[config.mk]
export PLATFORM = sky130hd
export DESIGN_NAME = busca_instrucao
export DESIGN_NICKNAME = d
export VERILOG_FILES = /design/src/rtl/busca_instrucao.sv
export SDC_FILE = /design/constraint.sdc
export NUM_CORES = 2
export LEC_CHECK = 0
export ABC_AREA = 1
export CAP_MARGIN = 10
export CORE_MARGIN = 2
export CORE_UTILIZATION = 35
export DETAILED_ROUTE_END_ITERATION = 8
export PLACE_DENSITY = 0.6
export SYNTH_ARGS = -nofsm -noshare
export SYNTH_HDL_FRONTEND = slang
export SYNTH_SLANG_ARGS = --single-unit
[constraint.sdc]
create_clock -name clock -period 2.8 [get_ports clock]
set_input_delay 0.28 -clock clock [delete_from_list [all_inputs] [get_ports clock]]
set_output_delay 0.28 -clock clock [all_outputs]
set_load 0.01 [all_outputs]
[src/rtl/busca_instrucao.sv]
`default_nettype none
// ============================================================================
// Module      : busca_instrucao
// Description : Instruction-fetch stage of the multicycle CPU. It takes the
//               PC when the control sequencer pulses inicia and reads a
//               word-addressed instruction memory whose read latency is set
//               by a parameter. The fetched word goes into an instruction
//               register and is offered to decode through a valid/ready
//               handshake. The stage also produces the registered next-PC
//               value that feeds back into the PC.
// Revision    : 1.0 - initial release
// ----------------------------------------------------------------------------
// Parameters:
//   MEM_WORDS : instruction memory depth in 32-bit words (power of 2, 4..1024)
//   LAT       : memory read latency in cycles (1..4)
//   RESET_PC  : value of prox_instrucao after reset
// Ports:
//   clock            in   system clock, rising edge
//   reset            in   synchronous reset, active-low
//   estado_pc        in   current PC, sampled when inicia is accepted
//   inicia           in   start-fetch pulse (ignored while ocupado)
//   desvio           in   branch/jump taken
//   alvo_desvio      in   branch target address
//   prog_we          in   instruction-memory write enable (program load)
//   prog_addr        in   word address for program load
//   prog_data        in   word to write
//   instrucao        out  instruction register
//   instr_valida     out  instrucao holds a valid word for decode
//   instr_pronta     in   decode accepts the word
//   prox_instrucao   out  next-PC value
//   erro_alinhamento out  delivered word is a substituted NOP (bad PC)
//   ocupado          out  fetch in progress (FSM not idle)
// ============================================================================
module busca_instrucao #(
  parameter int          MEM_WORDS = 64,
  parameter int          LAT       = 2,
  parameter logic [31:0] RESET_PC  = 32'h0000_0000
) (
  input  logic                         clock,
  input  logic                         reset,
  input  logic [31:0]                  estado_pc,
  input  logic                         inicia,
  input  logic                         desvio,
  input  logic [31:0]                  alvo_desvio,
  input  logic                         prog_we,
  input  logic [$clog2(MEM_WORDS)-1:0] prog_addr,
  input  logic [31:0]                  prog_data,
  output logic [31:0]                  instrucao,
  output logic                         instr_valida,
  input  logic                         instr_pronta,
  output logic [31:0]                  prox_instrucao,
  output logic                         erro_alinhamento,
  output logic                         ocupado
);

  localparam int          c_ADDR_W   = $clog2(MEM_WORDS);
  localparam int          c_CNT_W    = 2;
  localparam logic [1:0]  c_CNT_INIT = c_CNT_W'(LAT - 1);
  // addi x0, x0, 0 : delivered in place of a word that cannot be fetched
  localparam logic [31:0] c_NOP      = 32'h0000_0013;
  localparam logic [31:0] c_WORD_INC = 32'd4;
  localparam logic [31:0] c_ALIGN    = 32'hFFFF_FFFC;

  typedef enum logic [1:0] {
    OCIOSO  = 2'd0,
    LEITURA = 2'd1,
    ENTREGA = 2'd2,
    ERRO    = 2'd3
  } estado_t;

  estado_t              r_estado;
  estado_t              w_prox_estado;

  logic [31:0]          r_mem [MEM_WORDS];
  logic [31:0]          r_pc;
  logic [c_CNT_W-1:0]   r_cnt;
  logic [31:0]          r_instrucao;
  logic                 r_valida;
  logic                 r_erro;
  logic [31:0]          r_prox;

  logic                 w_endereco_invalido;
  logic                 w_handshake;
  logic                 w_leitura_fim;
  logic [c_ADDR_W-1:0]  w_indice;

  // --------------------------------------------------------------------------
  // Address checks and handshake
  // --------------------------------------------------------------------------
  // A PC is unusable if it is not word aligned or if its word index lies
  // beyond the memory; the latter is simply any set bit above the index.
  assign w_endereco_invalido = (estado_pc[1:0] != 2'b00) ||
                               (estado_pc[31:c_ADDR_W+2] != '0);

  assign w_handshake   = (r_estado == ENTREGA) && r_valida && instr_pronta;
  assign w_leitura_fim = (r_estado == LEITURA) && (r_cnt == '0);
  assign w_indice      = r_pc[c_ADDR_W+1:2];

  // --------------------------------------------------------------------------
  // Instruction memory
  // --------------------------------------------------------------------------
  // Not affected by reset so a loaded program survives a CPU reset. The read
  // in the final LEITURA cycle is a non-blocking sample of the array, so a
  // write to the same word in that cycle yields the old contents.
  always_ff @(posedge clock) begin
    if (prog_we) begin
      r_mem[prog_addr] <= prog_data;
    end
  end

  // --------------------------------------------------------------------------
  // FSM state register
  // --------------------------------------------------------------------------
  always_ff @(posedge clock) begin
    if (!reset) begin
      r_estado <= OCIOSO;
    end else begin
      r_estado <= w_prox_estado;
    end
  end

  // --------------------------------------------------------------------------
  // FSM next-state logic
  // --------------------------------------------------------------------------
  always_comb begin
    w_prox_estado = r_estado;
    case (r_estado)
      OCIOSO: begin
        if (inicia) begin
          w_prox_estado = w_endereco_invalido ? ERRO : LEITURA;
        end
      end
      LEITURA: begin
        if (r_cnt == '0) begin
          w_prox_estado = ENTREGA;
        end
      end
      ERRO: begin
        w_prox_estado = ENTREGA;
      end
      ENTREGA: begin
        if (w_handshake) begin
          w_prox_estado = OCIOSO;
        end
      end
      default: begin
        w_prox_estado = OCIOSO;
      end
    endcase
  end

  // --------------------------------------------------------------------------
  // Datapath: PC capture, latency counter, instruction register, flags
  // --------------------------------------------------------------------------
  always_ff @(posedge clock) begin
    if (!reset) begin
      r_pc        <= '0;
      r_cnt       <= '0;
      r_instrucao <= '0;
      r_valida    <= 1'b0;
      r_erro      <= 1'b0;
    end else begin
      case (r_estado)
        OCIOSO: begin
          // inicia is only honoured here; while busy it is dropped
          if (inicia) begin
            r_pc  <= estado_pc;
            r_cnt <= c_CNT_INIT;
          end
        end
        LEITURA: begin
          if (w_leitura_fim) begin
            r_instrucao <= r_mem[w_indice];
            r_valida    <= 1'b1;
          end else begin
            r_cnt <= r_cnt - 1'b1;
          end
        end
        ERRO: begin
          r_instrucao <= c_NOP;
          r_erro      <= 1'b1;
          r_valida    <= 1'b1;
        end
        ENTREGA: begin
          // instrucao is left untouched so decode can still see the last word
          if (w_handshake) begin
            r_valida <= 1'b0;
            r_erro   <= 1'b0;
          end
        end
        default: begin
          r_valida <= 1'b0;
          r_erro   <= 1'b0;
        end
      endcase
    end
  end

  // --------------------------------------------------------------------------
  // Next-PC register: a taken branch overrides the sequential increment,
  // even when it coincides with the handshake. The increment wraps mod 2^32.
  // --------------------------------------------------------------------------
  always_ff @(posedge clock) begin
    if (!reset) begin
      r_prox <= RESET_PC;
    end else if (desvio) begin
      r_prox <= alvo_desvio & c_ALIGN;
    end else if (w_handshake) begin
      r_prox <= r_pc + c_WORD_INC;
    end
  end

  // --------------------------------------------------------------------------
  // Outputs
  // --------------------------------------------------------------------------
  assign instrucao        = r_instrucao;
  assign instr_valida     = r_valida;
  assign erro_alinhamento = r_erro;
  assign prox_instrucao   = r_prox;
  assign ocupado          = (r_estado != OCIOSO);

endmodule
`default_nettype wire

==> impl_results.rst <==
.. list-table::
   :header-rows: 1

   * - Metric
     - Value
   * - Result of the run
     - complete, no violations
   * - Top cells by area in the synthesized netlist
     - sky130_fd_sc_hd__edfxtp_1, sky130_fd_sc_hd__nand3_1, sky130_fd_sc_hd__nand2_1
   * - Setup TNS
     - 0 ps
   * - Required time worst endpoint
     - 3600 ps
   * - Count of warnings emitted by yosys
     - 0
   * - Max_slew headroom
     - 19.5%
   * - Final design area excluding fillers
     - 0.102 mm2
   * - Synth Flop Type
     - sky130_fd_sc_hd__edfxtp_1
   * - Mean Syn Cell Area
     - 11.8 um2
   * - Part of the power in registers
     - 50.1%
   * - Arithmetic-cell share of the synthesized area counting full adders, half adders and majority gates
     - 0.0289%
   * - Area overhead of the layout relative to synthesis
     - 17.5%
   * - H-tree depth reported by CTS
     - 4
   * - Slew @ Worst Pin
     - 1210 ps
   * - PD cells
     - 702 mW/mm2
   * - Starting utilization of the core area
     - 35.2%
   * - Clock period minus worst slack
     - 2450 ps
   * - Post-synth design cell area
     - 0.0866 mm2
   * - Detailed router's first-iteration violation count
     - 7031
   * - HPWL Detailed
     - 138 mm
   * - Clock Pin Slew Worst Setup and Hold Paths
     - 60 ps
   * - Count leader, synth
     - sky130_fd_sc_hd__nand2_1
   * - CTS Buf Count
     - 217
   * - Number of fillers in the final layout
     - 22.7k
   * - Internal Pwr Total
     - 53.7 mW
   * - Number of buffers on the longest clock path
     - 3
   * - Total clock sinks
     - 2156
   * - Logic pwr share
     - 10.6%
   * - Final Slew Violations
     - 0
   * - Port bufs
     - 172
   * - RSZ-0062 raised after global routing
     - false
   * - Category of the critical setup timing path
     - reg2reg
   * - Post-synth top area cell
     - sky130_fd_sc_hd__edfxtp_1
   * - Fraction of registers with async set or reset after synthesis
     - 0%
   * - Reg2Reg Setup Slack
     - 350 ps
   * - Worst-case vdd ir drop
     - 0.000719 V
   * - Width of the die
     - 502 um
   * - Number of synthesized flops with an enable pin
     - 2048
   * - Cell Area, Placed
     - 0.0945 mm2
   * - Number of antenna violations at the first check in global routing
     - 29
   * - IO Count
     - 175
   * - Post-Synth Simple-Gate Area
     - 22.4%
   * - Top cells by count, synth
     - sky130_fd_sc_hd__nand2_1, sky130_fd_sc_hd__edfxtp_1, sky130_fd_sc_hd__nand3_1, sky130_fd_sc_hd__buf_2, sky130_fd_sc_hd__nor2_1
   * - Rows
     - 182
   * - Post-Synth XOR/XNOR Area
     - 0.0101%
   * - Worst-Skew Late Latency
     - 880 ps
   * - Routability Congestion
     - 0.827
   * - Post-cts hold buffer count
     - 32
   * - GRT overflow
     - 0
   * - Non-Filler Instances
     - 11.0k
   * - CP Max Fanout
     - 48
   * - Final hold viol count
     - 0
   * - Cell Count Post-Placement
     - 10.6k
   * - Compound-cell area share of the yosys netlist
     - 1.00%
   * - Distinct cell type count of the synthesized netlist
     - 34
   * - Number of buffers inserted to repair setup after CTS
     - 0
   * - CTS tree
     - yes
   * - Post-detailed-route count of antenna-violating nets
     - 0
   * - Switching share of total power
     - 24.9%
   * - Proportion of power drawn by the clock network
     - 39.2%
   * - Portion of synthesized cell area occupied by the leading cell type
     - 71.0%
   * - Nets@finish
     - 7705
   * - Clock root cell
     - sky130_fd_sc_hd__clkbuf_16
   * - Number of global-route vias before repair
     - 55.5k
   * - Total vias in the final route
     - 58.4k
   * - Overall routed net length
     - 250 mm
   * - Y dimension of the die
     - 502 um
   * - Largest net degree at the start of global routing
     - 111
   * - Number of register bits inferred by synthesis
     - 2156
   * - Final total power
     - 71.4 mW
   * - Core outline area
     - 0.246 mm2
   * - Type of the most critical hold path
     - in2reg
   * - Vias/cell
     - 5.31
   * - Total of cells resized after clock tree synthesis
     - 0
   * - Post-route DRC
     - 0
   * - Power dissipated by switching net loads
     - 17.8 mW
   * - Number of detailed-routing iterations run before antenna repair
     - 7
   * - Share of post-route cells with drive strength above 1
     - 9.15%
   * - Share of the clock period used by the worst path after layout
     - 87.4%
   * - Type of element capturing the critical path
     - flip-flop
   * - Detail-routed net length per standard cell
     - 22.7 um
   * - Clock skew
     - 83.8 ps
   * - Type of origin of the critical path
     - flip-flop
   * - Maximum operating frequency
     - 408 MHz
   * - Synthesized instance count
     - 7347
   * - First-pass GRT wire length
     - 367 mm
   * - Post-synthesis mux area share
     - 0%
   * - Net count after synthesis
     - 7457
   * - Sequential fraction of the synthesis area
     - 73.5%
   * - Count of final setup violators
     - 0
   * - Area of the die
     - 0.252 mm2
   * - Static Leakage
     - 35.2 nW
   * - Main combinational cell family by area after synthesis
     - simple AND/OR/NAND/NOR gates
   * - Arrival time reported for the critical path endpoint
     - 3250 ps
   * - # Max-Cap Violations
     - 0
   * - Total GRT Usage
     - 19.5%
-- final timing paths --
path	to	depth (start not counted)	from
min	prox_instrucao[10]$_SDFFE_PN0P_	3	alvo_desvio[10]
min reg2reg	erro_alinhamento$_SDFFE_PN0P_	2	erro_alinhamento$_SDFFE_PN0P_
max reg2reg	instrucao[15]$_SDFFE_PN0P_	11	flip-flop
max	instrucao[15]$_SDFFE_PN0P_	11	flip-flop
-- power groups by stage --
stage | Combinational [mW] | Sequential (mW) | Clock, mW
final | 7.60 | 35.8 | 28.0
after global routing | 8.29 | 35.8 | 29.7
after CTS | 7.56 | 35.8 | 28.5
after detailed placement | 7.49 | 36.5 | 0
after global placement | 7.41 | 36.5 | 0
after floorplan | 4.26 | 36.4 | 0
-- per-stage QoR --
stage	worst slack [ps]	util [%]	hold WS, ps
final	352	41.4	66.6
after CTS	347	41.4	3.87
after detailed placement	427	38.4	459
after global placement	441	38.4	456
after global routing	238	41.4	56.6
after floorplan	197	-	379
-- cell type report --
cell class / count / area [um2] / area share [%]
diodes: 14 / 35.0 / 0.0344
clock buffers: 302 / 5950 / 5.84
clock inverters: 103 / 962 / 0.945
inverters: 75 / 319 / 0.313
multi-input cells: 4638 / 20800 / 20.4
flip-flops and latches: 2156 / 63700 / 62.6
well taps: 3220 / 4030 / 3.96
repair buffers: 507 / 6050 / 5.94
-- cell families (layout without fill, tap and decap cells) --
kind of cell / Yosys count / count (layout)
simple gates: 4477 / 4477
flops: 2156 / 2156
buf+inv: 553 / 987
compound gates: 158 / 158
fa+ha+maj: 2 / 2
xor+xnor: 1 / 1
other cells: 0 / 14
-- registers in the layout (all words and copies together), names as in the netlist, named ones only --
register and flops:
instr_valida 1, instrucao 32, r_cnt 2, r_pc 32, r_mem 2048, prox_instrucao 32, r_estado 2, erro_alinhamento 1
-- metal layers --
layer	vias up	GRT usage [%]	share of wire, %
met5	-	0	0.031
met4	12	6.91	3.2
met3	427	3.36	8.1
met2	2564	32.3	48
met1	28779	25.7	40
li1	26656	-	-
-- cell usage in the layout (no fill, tap or decap), drive strengths merged, types with 5 or more instances in the layout --
cell / count
diode: 14
a21oi: 72
nor2: 124
a31oi: 19
dfxtp: 108
o21ai: 51
inv: 75
nand2: 2338
clkinvlp: 5
buf: 335
bufinv: 9
nand3: 1977
clkbuf: 302
dlygate4sd3: 32
nor3: 12
a22o: 8
edfxtp: 2048
nor4: 8
nand4: 17
clkdlybuf4s50: 140
clkinv: 89
-- worst max-delay path: stages, from the launching register on --
cell and delay [ps]:
sky130_fd_sc_hd__dfxtp_4 460, sky130_fd_sc_hd__buf_12 200, sky130_fd_sc_hd__buf_12 240, sky130_fd_sc_hd__buf_12 270
sky130_fd_sc_hd__nand2_1 90, sky130_fd_sc_hd__nand3_1 90, sky130_fd_sc_hd__nand3_1 80, sky130_fd_sc_hd__nand3_1 80
sky130_fd_sc_hd__nand3_1 240, sky130_fd_sc_hd__nand3_1 290, sky130_fd_sc_hd__nand3_1 150, sky130_fd_sc_hd__a21oi_1 150
Power figures use the tool's default switching activity.
